<file path="src/rtl/comparison_flag_unit.sv">
// Purpose : multi-cycle subtractor producing opA - opB and the sign/carry/zero/overflow flags for the comparison stage.
// Latency : N = WIDTH/CHUNK cycles from accepted start to the done pulse; results held until the next completion.
// Backpres: start is ignored while busy; a start in the done cycle is accepted back-to-back.
//
// Ports:
//   clk, rst                  - clock, synchronous active-high reset (clears state and all outputs)
//   start, opA, opB, opcodeIn - request plus operands/opcode, sampled only when not busy
//   busy, done                - busy while slices are processed; done pulses one cycle on completion
//   opcodeOut, aSign, bSign   - opcode and operand sign bits of the completed operation
//   carryFlag, zeroFlag       - no-borrow flag (opA >= opB unsigned) and all-zero difference
//   diff, overflowFlag        - difference MSB and signed overflow of the subtraction
//   difference                - opA - opB modulo 2^WIDTH
module comparison_flag_unit #(
  parameter int WIDTH = 32,
  parameter int CHUNK = 8
) (
  input  logic             clk,
  input  logic             rst,
  input  logic             start,
  input  logic [WIDTH-1:0] opA,
  input  logic [WIDTH-1:0] opB,
  input  logic [2:0]       opcodeIn,
  output logic             busy,
  output logic             done,
  output logic [2:0]       opcodeOut,
  output logic             aSign,
  output logic             bSign,
  output logic             carryFlag,
  output logic             zeroFlag,
  output logic             diff,
  output logic             overflowFlag,
  output logic [WIDTH-1:0] difference
);

  localparam int N  = WIDTH / CHUNK;
  localparam int CW = (N > 1) ? $clog2(N) : 1;

  typedef enum logic [1:0] {
    IDLE = 2'd0,
    RUN  = 2'd1,
    DONE = 2'd2
  } state_t;

  state_t state;
  state_t stateNext;

  // Working registers for the operation in flight.
  logic [WIDTH-1:0] aReg;
  logic [WIDTH-1:0] bReg;
  logic [WIDTH-1:0] diffW;
  logic [2:0]       opReg;
  logic             carryW;
  logic             zeroW;
  logic [CW-1:0]    cnt;

  // Slice datapath.
  logic [CHUNK-1:0] aSlice;
  logic [CHUNK-1:0] bSlice;
  logic [CHUNK:0]   sum;
  logic [WIDTH-1:0] diffNext;
  logic             lastSlice;
  logic             sliceZero;

  assign busy = (state == RUN);
  assign done = (state == DONE);

  always_comb begin
    aSlice    = aReg[int'(cnt)*CHUNK +: CHUNK];
    bSlice    = bReg[int'(cnt)*CHUNK +: CHUNK];
    // Subtraction as opA + ~opB + carry; carry starts at 1 to form the two's complement.
    sum       = {1'b0, aSlice} + {1'b0, ~bSlice} + {{CHUNK{1'b0}}, carryW};
    sliceZero = (sum[CHUNK-1:0] == '0);
    // Full word including the slice being written this cycle, so the completion
    // edge can load the output registers without waiting for diffW to settle.
    diffNext  = diffW;
    diffNext[int'(cnt)*CHUNK +: CHUNK] = sum[CHUNK-1:0];
    lastSlice = (cnt == CW'(N - 1));
  end

  always_comb begin
    stateNext = state;
    case (state)
      IDLE:    if (start) stateNext = RUN;
      RUN:     if (lastSlice) stateNext = DONE;
      DONE:    stateNext = start ? RUN : IDLE;
      default: stateNext = IDLE;
    endcase
  end

  always_ff @(posedge clk) begin
    if (rst) begin
      state <= IDLE;
    end else begin
      state <= stateNext;
    end
  end

  always_ff @(posedge clk) begin
    if (rst) begin
      aReg         <= '0;
      bReg         <= '0;
      diffW        <= '0;
      opReg        <= '0;
      carryW       <= 1'b0;
      zeroW        <= 1'b0;
      cnt          <= '0;
      opcodeOut    <= '0;
      aSign        <= 1'b0;
      bSign        <= 1'b0;
      carryFlag    <= 1'b0;
      zeroFlag     <= 1'b0;
      diff         <= 1'b0;
      overflowFlag <= 1'b0;
      difference   <= '0;
    end else if (state != RUN) begin
      if (start) begin
        aReg   <= opA;
        bReg   <= opB;
        opReg  <= opcodeIn;
        diffW  <= '0;
        carryW <= 1'b1;
        zeroW  <= 1'b1;
        cnt    <= '0;
      end
    end else begin
      diffW  <= diffNext;
      carryW <= sum[CHUNK];
      zeroW  <= zeroW & sliceZero;
      if (lastSlice) begin
        // Counter returns to 0 here so it never runs past the last slice.
        cnt          <= '0;
        difference   <= diffNext;
        carryFlag    <= sum[CHUNK];
        zeroFlag     <= zeroW & sliceZero;
        diff         <= diffNext[WIDTH-1];
        aSign        <= aReg[WIDTH-1];
        bSign        <= bReg[WIDTH-1];
        opcodeOut    <= opReg;
        // Overflow only when operand signs differ and the result sign departs from opA.
        overflowFlag <= (aReg[WIDTH-1] != bReg[WIDTH-1]) &&
                        (diffNext[WIDTH-1] != aReg[WIDTH-1]);
      end else begin
        cnt <= cnt + CW'(1);
      end
    end
  end

endmodule

</file>
<file path="config.mk">
export PLATFORM = sky130hd
export DESIGN_NAME = comparison_flag_unit
export DESIGN_NICKNAME = d
export VERILOG_FILES = /design/src/rtl/comparison_flag_unit.sv
export SDC_FILE = /design/constraint.sdc
export NUM_CORES = 1
export LEC_CHECK = 0
export CAP_MARGIN = 10
export CORE_ASPECT_RATIO = 1.25
export CORE_MARGIN = 4
export CORE_UTILIZATION = 55
export DETAILED_ROUTE_END_ITERATION = 16
export PLACE_DENSITY_LB_ADDON = 0.15
export SKIP_CTS_REPAIR_TIMING = 1
export SLEW_MARGIN = 40
export SYNTH_ARGS = -nofsm -noshare
export SYNTH_HDL_FRONTEND = slang
export SYNTH_SLANG_ARGS = --single-unit
</file>
<file path="constraint.sdc">
create_clock -name clk -period 6.07 [get_ports clk]
set_input_delay 1.214 -clock clk [delete_from_list [all_inputs] [get_ports clk]]
set_output_delay 1.214 -clock clk [all_outputs]
set_load 0.01 [all_outputs]
</file>
==> metrics.md <==
| Metric | Value |
|---|---|
| Fraction of registers with async set/reset | `0` |
| Initial antenna violation count | `0` |
| Fmax | `0.2704 GHz` |
| Final Hold Viols | `0` |
| Die X | `103.9 um` |
| Largest net degree at the start of global routing | `72` |
| P_int | `1.895 mW` |
| Initial Util | `0.5653` |
| Commonest cells in the netlist | `nand2_1 (180), dfxtp_1 (145), a21oi_1 (113), nor2_1 (69), nor3_1 (46)` |
| Syn Inst Count | `785` |
| Drt wl/cell | `15.43 um` |
| Sequential Power Share | `0.403` |
| Synth Register Bits | `145` |
| Crit. End Element | `flip-flop` |
| Row count | `43` |
| Final Max Tran Viols | `0` |
| Max H-tree Level | `4` |
| Crit path required time | `6.42 ns` |
| Max FO, Critical Path | `22` |
| Syn_area_per_cell | `8.059 um2` |
| Cell with the most instances after synthesis | `nand2_1` |
| Clk pwr share | `0.460` |
| Drt drc | `0` |
| CTS clk-pin slew, worst paths | `0.06 ns` |
| Ratio of cells with drive above 1 in the final layout | `0.06842` |
| Post-Synthesis Net Count | `870` |
| Starting DRC count in detailed routing | `265` |
| Placer Congestion | `0.8323` |
| Kind of critical path | `flip-flop to flip-flop` |
| CTS sink count | `145` |
| Startpoint Class | `flip-flop` |
| Clock skew | `0.004678 ns` |
| Post-synth EDFFs | `0` |
| Detailed-router iteration count before antenna repair | `5` |
| Top post-synthesis cells by area | `dfxtp_1 (46%), nand2_1 (11%), a21oi_1 (8.9%), mux4_2 (5.7%), nor2_1 (4.1%)` |
| Max-cap viol count | `0` |
| Largest area contributor in the netlist | `dfxtp_1` |
| # setup viols final | `0` |
| Ys flop type | `dfxtp_1` |
| Synthesized cell area | `6326 um2` |
| Synth top area share | `0.4589` |
| Post-route clock period utilization | `0.6092` |
| # nets final | `950` |
| Die Area | `13290 um2` |
| Sequential share of the synthesized area | `0.4589` |
| Chip Height | `127.9 um` |
| Vias in the first global route | `5568` |
| Worst hold path type | `flip-flop to flip-flop` |
| Pin slew with the least headroom to its limit | `0.7168 ns` |
| Routed WL | `15620 um` |
| Switch Pwr | `603.9 uW` |
| Max_slew headroom | `0.5221` |
| Post-DR vias/cell | `5.662` |
| Clock Tree Buf Depth | `2` |
| Post-DP HPWL | `10690 um` |
| Total Routing Usage GR | `0.2380` |
| Area growth, synth to finish | `27.71%` |
| IR drop worst, VDD | `0.1830 mV` |
| Leak | `2.949 nW` |
| Synth warn | `0` |
| Core area | `11190 um2` |
| PwrDens | `309.3 nW/um2` |
| Final ANT Viol Nets | `0` |
| CTS root buffer | `clkbuf_16` |
| Num CTS Buffers | `17` |
| Clock tree from TritonCTS | `built` |
| Detailed-route via count | `5730` |
| Fill cells | `899` |
| Fin util | `0.7219` |
| I/O pins | `113` |
| Comb power frac | `0.138` |
| I/O Buffers | `112` |
| ANT cells | `0` |
| Setup TNS Final | `0 ns` |
| Clk Latency, worst-skew pair | `0.42 ns` |
| Global-route wire length before repair | `25990 um` |
| Worst path arrival time | `4.04 ns` |
| Status | `complete, no violations` |
| Unrepaired setup endpoints after global routing | `no` |
| Tmin final | `3.698 ns` |
| Switch share | `0.2417` |
| Total grt overflow | `0` |
| Post-synthesis cell type count | `50` |
[kinds of logic (layout without fill, tap and decap cells)]
| group | count (synthesis) | after routing | share of synthesized area |
|---|---|---|---|
| AO/OA/AOI/OAI | 179 | 179 | 0.1653 |
| XOR/XNOR | 4 | 4 | 0.005537 |
| adder cells (fa/ha/maj) | 15 | 15 | 0.03204 |
| buffers and inverters | 97 | 189 | 0.05953 |
| flip-flops | 145 | 145 | 0.4589 |
| multiplexers | 18 | 18 | 0.06013 |
| AND/OR/NAND/NOR | 327 | 327 | 0.2186 |
[layer usage]
metal,vias up,part of all wire,GRT usage
li1,2815,-,-
met3,20,0.066,0.05894
met2,205,0.52,0.4210
met1,2690,0.40,0.2806
met4,0,0.016,0.08764
met5,-,0,0
[through the flow]
| step | hold WS (ns) | cell area (um2) | worst slack (ns) | power, mW | cells |
|---|---|---|---|---|---|
| floorplan | 0.4173 | 6326 | 2.724 | 1.250 | 785 |
| global placement | 0.4325 | 7432 | 2.148 | 1.355 | 981 |
| detailed placement | 0.4454 | 7430 | 2.371 | 1.366 | 981 |
| CTS | 0.4531 | 8078 | 2.320 | 2.506 | 1012 |
| global route | 0.4729 | 8079 | 2.128 | 2.601 | 1012 |
| finish | 0.4519 | 8079 | 2.372 | 2.498 | 1012 |
[critical path: stages (launching register included)]
cell	delay [ns]
dfxtp_1	0.30
buf_4	0.35
mux4_2	0.56
inv_1	0.10
fa_1	0.20
inv_1	0.06
fa_1	0.42
a211oi_2	0.23
nor2_1	0.08
xnor2_1	0.50
nand2_1	0.11
or4b_1	0.55
o21ai_1	0.16
[power by group through the flow]
stage                     registers (mW)  logic, mW  clock network [mW]
final                               1.01      0.344                1.15
after global routing                1.01      0.382                1.21
after CTS                           1.01      0.342                1.16
after detailed placement            1.03      0.340                   0
after global placement              1.02      0.331                   0
after floorplan                     1.02      0.231                   0
[registers in the layout, summed over array words and instances, names as in the netlist, 2 cells and up]
name        cells
cnt             2
state           2
difference     31
opReg           3
aReg           32
bReg           32
opcodeOut       3
diffW          32
[area by class of cell]
type | count | area (um2) | area share
clock inverter | 11 | 211.5 | 0.02617
clock buffer | 20 | 436.7 | 0.05405
multi-input combinational | 543 | 3052 | 0.3777
sequential | 145 | 2904 | 0.3595
inverter | 41 | 155.1 | 0.01920
tap | 135 | 168.9 | 0.02091
timing repair buffer | 117 | 1151 | 0.1425
[final timing paths]
check	to	from	slack, ns	depth (start not counted)
hold / removal	aReg[5]	aReg[5]	0.45	2
setup / recovery	zeroFlag	cnt[0]	2.37	12
setup reg to reg	zeroFlag	cnt[0]	2.37	12
hold reg to reg	aReg[5]	aReg[5]	0.45	2
[cells in the final DEF (no fill, tap or decap), types with 2 or more instances in the layout]
cell type	n
and3_1	3
clkbuf_1	3
o21ai_0	13
xnor2_1	4
clkbuf_16	17
ha_1	13
a22o_1	8
buf_4	6
a21oi_1	113
a221oi_1	7
nand2b_1	5
mux2i_1	2
nand3_1	3
mux4_2	16
o22ai_1	16
o21bai_1	2
o21a_1	2
nor3_1	46
bufinv_16	6
nor2_1	69
nand4_1	2
nor2b_1	5
inv_1	39
nand3b_1	2
dfxtp_1	144
nand2_1	179
fa_1	2
a211oi_1	7
o21ai_1	2
clkdlybuf4s50_1	110
and2_1	2
clkinv_2	4
Power figures use the tool's default switching activity.
==> patch 1 (same flow settings) <==
Encoding of `state_t`: now one-hot (3 bits for 3 states).
--- a/src/rtl/comparison_flag_unit.sv
+++ b/src/rtl/comparison_flag_unit.sv
@@ -35,10 +35,10 @@
   localparam int N  = WIDTH / CHUNK;
   localparam int CW = (N > 1) ? $clog2(N) : 1;
 
-  typedef enum logic [1:0] {
-    IDLE = 2'd0,
-    RUN  = 2'd1,
-    DONE = 2'd2
+  typedef enum logic [2:0] {
+    IDLE = 3'b001,
+    RUN  = 3'b010,
+    DONE = 3'b100
   } state_t;
 
   state_t state;
Formal check against the unedited RTL: same outputs for any inputs over 10 cycles, from zero or initial values and one cycle with rst high; not proved beyond that.
==> patch 1 against the unedited design <==
- worst setup slack got worse by 0.066 ns
- core utilization down 0.15 points
- area after synthesis up 0.91%
- power shrank 6.8%
- routed wire length up 0.60%
- largest cell class unchanged
- critical path type unchanged
- cell area up 0.28%
- sequential cell count increased by 1
==> patch 1: results (changes against the unedited design) <==
INFO  grt            grt_max_degree=104 [+44%]
INFO  sta            maxSlewHeadroom=47.8% [-4.4 points]
INFO  synth          netlist_top_cells_area=sky130_fd_sc_hd__dfxtp_1 46%, sky130_fd_sc_hd__nand2_1 11%, sky130_fd_sc_hd__a21oi_1 9.0%
INFO  placement      placed_cells_incl_taps=983 [+0.20%]
INFO  layout         fillers=869 [-3.3%]
INFO  placement      dp.final_hpwl=10,800um [+0.65%]
INFO  drt            route.detailed.vias_per_inst=5.64 [-0.41%]
INFO  placement      gpl.final_weighted_congestion=0.885 [+6.3%]
INFO  grt            grt_use_total=23.5% [-0.31 points]
INFO  layout         drive_above_1_share=7.74% [+0.89 points]
INFO  grt            grt_first_pass_wirelength=25,700um [-1.2%]
INFO  setup_path     r2r_slack=2.31ns [-0.07 ns]
INFO  drt            totalWireLength=15,700um [+0.60%]
INFO  power_and_ir_drop power_leakage=2.94nW [-0.16%]
INFO  layout         final_net_count=952 [+0.21%]
INFO  layout         num_antenna_cells=0 [unchanged]
INFO  synth          synth.lib_cells_used.distinct=48 [-4.0%]
INFO  clocking       cts_root_buffer=sky130_fd_sc_hd__clkbuf_16
INFO  run_status     run_status=finished clean
INFO  placement      pre_cts_ws=2.00ns [-0.373 ns]
INFO  clocking       cts-root-to-sink-buffers=2 [unchanged]
INFO  clocking       clock_latency_at_the_later_pin_of_the_worst_skew_pair=0.42ns [about the same]
INFO  power_and_ir_drop vdd_ir_drop_max=0.000177V [-3.4%]
INFO  synth          synth_nets=871 [+0.11%]
INFO  setup_path     critical_path.max_fanout=18 [-18%]
INFO  drt            drt-initial-drc-count=324 [+22%]
INFO  synth          avgSynthCellArea=8.12um2 [+0.78%]
INFO  sta            achievable-frequency=266MHz [-1.7%]
INFO  clocking       clk_pin_slew=0.06ns [about the same]
INFO  synth          ys_seq_area_share=45.8% [-0.10 points]
INFO  synth          synth.cells.most_frequent=189 x sky130_fd_sc_hd__nand2_1, 146 x sky130_fd_sc_hd__dfxtp_1, 115 x sky130_fd_sc_hd__a21oi_1
INFO  layout         final-instance-count-excl-fill=1,014 [+0.20%]
INFO  sta            clock_skew=0.00759ns [+0.00291 ns]
INFO  drt            drt_pass1_iterations=5 [unchanged]
INFO  layout         layout.cells.most_common=sky130_fd_sc_hd__nand2_1
INFO  layout         synthToLayoutAreaGrowth=26.9%
INFO  setup_path     data_arrival_time_of_the_critical_path=4.11ns [+0.07 ns]
INFO  placement      dpl-instance-area=7490um2 [+0.77%]
INFO  grt            vias_in_the_first_global_route=5,575 [+0.13%]
patch 1: area by class of cell:
class / instances / share of cell area [%]
multi-input cells: 542 / 37.9
flip-flops and latches: 146 / 36.1
repair buffers: 118 / 14.4
clock buffers: 22 / 5.98
well taps: 135 / 2.08
inverters: 42 / 1.95
clock inverters: 9 / 1.59
patch 1: per-stage QoR:
stage               hold slack (ns)  total power [mW]
finish                        0.453              2.33
global route                  0.470              2.41
CTS                           0.452              2.33
detailed placement            0.444              1.27
global placement              0.437              1.26
floorplan                     0.424              1.18
patch 1: worst paths after layout:
kind                  from  endpoint  cells after the start
hold / removal    bReg[25]  bReg[25]                      2
setup reg to reg    cnt[0]     zeroW                     12
setup / recovery    cnt[0]     zeroW                     12
hold reg to reg   bReg[25]  bReg[25]                      2
patch 1: report_power, final:
| part | internal, mW | switching (mW) | total (mW) |
|---|---|---|---|
| Clock | 0.686 | 0.388 | 1.07 |
| Sequential | 0.988 | 0.0169 | 1.01 |
| Combinational | 0.109 | 0.140 | 0.250 |
patch 1: routing by layer:
metal,GRT usage [%],vias up,routed length (um)
met2,42.6,190,8180
met5,0,-,0
met4,10.3,0,410
li1,-,2823,-
met1,26.4,2668,6310
met3,5.37,37,804
patch 1: kinds of logic after synthesis:
logic type                 count (synthesis)  synth area share (%)
and+or+nand+nor                          321                  21.1
AOI/OAI and AO/OA                        185                  17.1
DFF                                      146                  45.8
buffers and inverters                     98                  6.51
muxes                                     16                  5.64
adders and majority gates                 15                  3.18
xor gates and xnor gates                   5                 0.686
patch 1: worst max-delay path: stages, from the launching register on:
cell and delay, ns:
sky130_fd_sc_hd__dfxtp_2 0.60, sky130_fd_sc_hd__buf_4 0.29, sky130_fd_sc_hd__mux4_2 0.51, sky130_fd_sc_hd__inv_1 0.09, sky130_fd_sc_hd__fa_1 0.19, sky130_fd_sc_hd__inv_1 0.06
sky130_fd_sc_hd__fa_1 0.42, sky130_fd_sc_hd__a211oi_2 0.24, sky130_fd_sc_hd__nor2_1 0.09, sky130_fd_sc_hd__xnor2_1 0.36, sky130_fd_sc_hd__nand4_1 0.16, sky130_fd_sc_hd__or4_4 0.46
sky130_fd_sc_hd__a211oi_2 0.22
==> patch 2 (config.mk and constraints unchanged) <==
Made on the original files. Change the parameter `CHUNK` from 8 to 32.
--- a/src/rtl/comparison_flag_unit.sv
+++ b/src/rtl/comparison_flag_unit.sv
@@ -12,7 +12,7 @@
 //   difference                - opA - opB modulo 2^WIDTH
 module comparison_flag_unit #(
   parameter int WIDTH = 32,
-  parameter int CHUNK = 8
+  parameter int CHUNK = 32
 ) (
   input  logic             clk,
   input  logic             rst,
Function: changed (a bounded check fails within 4 cycles, from zero or initial values and one cycle with rst high).
==> patch 2 against the unedited design <==
- routed wire length up 0.84%
- maximum frequency grew 4.0%
- area after synthesis fell by 3.3%
- sequential share of layout area shrank 6.5 points
- critical path depth unchanged
- sequential power shrank 20%
- sequential cell count shrank 34
- synthesized cell count increased by 5.1%
- power fell by 18%
- die area fell by 3.1%
- worst setup slack better by 0.14 ns
- cell count rose by 2.5%
- cell area fell by 6.5%
==> patch 2: results (changes against the unedited design) <==
INFO  run_status     run_status=finished clean
INFO  clocking       clk_pin_slew=0.08ns [+0.02 ns]
INFO  drt            route.detailed.vias_per_inst=5.64 [-0.45%]
INFO  grt            grt_first_pass_wirelength=26,200um [+0.72%]
INFO  placement      pre_cts_ws=2.57ns [+0.197 ns]
INFO  setup_path     critical_path.max_fanout=6 [-73%]
INFO  grt            grt_use_total=24.8% [+0.98 points]
INFO  drt            dr_total_vias=5,845 [+2.0%]
INFO  synth          netlist_top_cells_area=sky130_fd_sc_hd__dfxtp_1 36%, sky130_fd_sc_hd__nand2_1 14%, sky130_fd_sc_hd__a21oi_1 11%
INFO  placement      gpl.final_weighted_congestion=0.920 [+10%]
INFO  synth          synth.cells.most_frequent=221 x sky130_fd_sc_hd__nand2_1, 129 x sky130_fd_sc_hd__a21oi_1, 111 x sky130_fd_sc_hd__dfxtp_1
INFO  setup_path     data_arrival_time_of_the_critical_path=3.84ns [-0.20 ns]
INFO  drt            route.met3.wl=723um [-29%]
INFO  layout         drive_above_1_share=4.09% [-2.8 points]
INFO  sta            clock_skew=0.00957ns [+0.00489 ns]
INFO  drt            drt-initial-drc-count=319 [+20%]
INFO  synth          synth_nets=928 [+6.7%]
INFO  power_and_ir_drop vdd_ir_drop_max=0.000141V [-23%]
INFO  placement      dp.final_hpwl=11,800um [+10%]
INFO  drt            drt_pass1_iterations=4 [-1]
INFO  layout         fillers=925 [+2.9%]
INFO  synth          synth.lib_cells_used.distinct=67 [+34%]
INFO  sta            tightest_slew=0.787ns [+0.0701 ns]
INFO  synth          ys_seq_area_share=36.3% [-9.6 points]
INFO  clocking       cts.htree.levels=3 [-1]
INFO  layout         biggestRegsByFlops=aReg: 32 flops, bReg: 32 flops, difference: 31 flops
INFO  clocking       clock_latency_at_the_later_pin_of_the_worst_skew_pair=0.35ns [-0.07 ns]
INFO  drt            totalWireLength=15,700um [+0.84%]
INFO  drt            detail_route.wirelength.met1=6590um [+4.9%]
INFO  grt            vias_in_the_first_global_route=5,637 [+1.2%]
INFO  power_and_ir_drop power_leakage=2.95nW [about the same]
patch 2: cell types whose count changed in the layout (fill, tap and decap cells not counted), sizes merged, moves of 10 or more:
cell / delta
nor2: -36
dfxtp: -34
a21o: +11
mux4: -16
xnor2: +10
nand2: +41
o22ai: -15
nor3: -34
nand3: +10
clkbuf: -10
a21oi: +18
ha: +18
patch 2: where the power goes:
part / switching [mW] / total, mW / internal, mW / leakage (nW)
Combinational: 0.350 / 0.623 / 0.273 / 1.89
Clock: 0.276 / 0.614 / 0.338 / 0.152
Sequential: 0.0288 / 0.806 / 0.777 / 0.911
patch 2: final timing paths:
path / start / end / slack, ns / cells past startpoint
worst max register to register: aReg[0] / zeroW / 2.51 / 12
worst max-delay path: aReg[0] / zeroW / 2.51 / 12
worst min register to register: difference[8] / difference[8] / 0.46 / 2
worst min-delay path: difference[8] / difference[8] / 0.46 / 2
patch 2: critical path: stages, from the launching register on:
cell	delay [ns]
sky130_fd_sc_hd__dfxtp_1	0.34
sky130_fd_sc_hd__inv_1	0.06
sky130_fd_sc_hd__fa_1	0.47
sky130_fd_sc_hd__fa_1	0.41
sky130_fd_sc_hd__nand2b_1	0.18
sky130_fd_sc_hd__a211o_1	0.34
sky130_fd_sc_hd__a211oi_4	0.35
sky130_fd_sc_hd__nor3_1	0.10
sky130_fd_sc_hd__or3b_1	0.39
sky130_fd_sc_hd__a2111o_1	0.37
sky130_fd_sc_hd__nor3b_2	0.18
sky130_fd_sc_hd__nand4_1	0.12
sky130_fd_sc_hd__a21oi_1	0.17
patch 2: area by class of cell:
type / instances / area share, %
multi-input cells: 624 / 47.2
repair buffers: 113 / 15.0
clock inverters: 6 / 0.994
flip-flops and latches: 111 / 29.4
clock buffers: 10 / 3.16
well taps: 132 / 2.19
inverters: 41 / 2.04
patch 2: kinds of logic after synthesis:
group	share of synthesized area, %
buf+inv	5.63
simple gates	25.4
xor+xnor	2.86
flops	36.3
mux	0.184
fa+ha+maj	7.00
compound gates	22.6
patch 2: routing by layer:
layer | GRT usage [%] | vias up
met1 | 29.5 | 2685
met4 | 9.34 | 0
met3 | 3.26 | 33
met2 | 44.4 | 146
met5 | 0 | -
li1 | - | 2981
patch 2: metrics by stage:
step,utilization [%],power [mW],hold WS [ns]
after CTS,70.5,2.05,0.456
final,70.5,2.04,0.455
after global routing,70.5,2.16,0.474
after global placement,67.4,1.42,0.439
after detailed placement,67.5,1.44,0.447
after floorplan,-,1.24,0.423
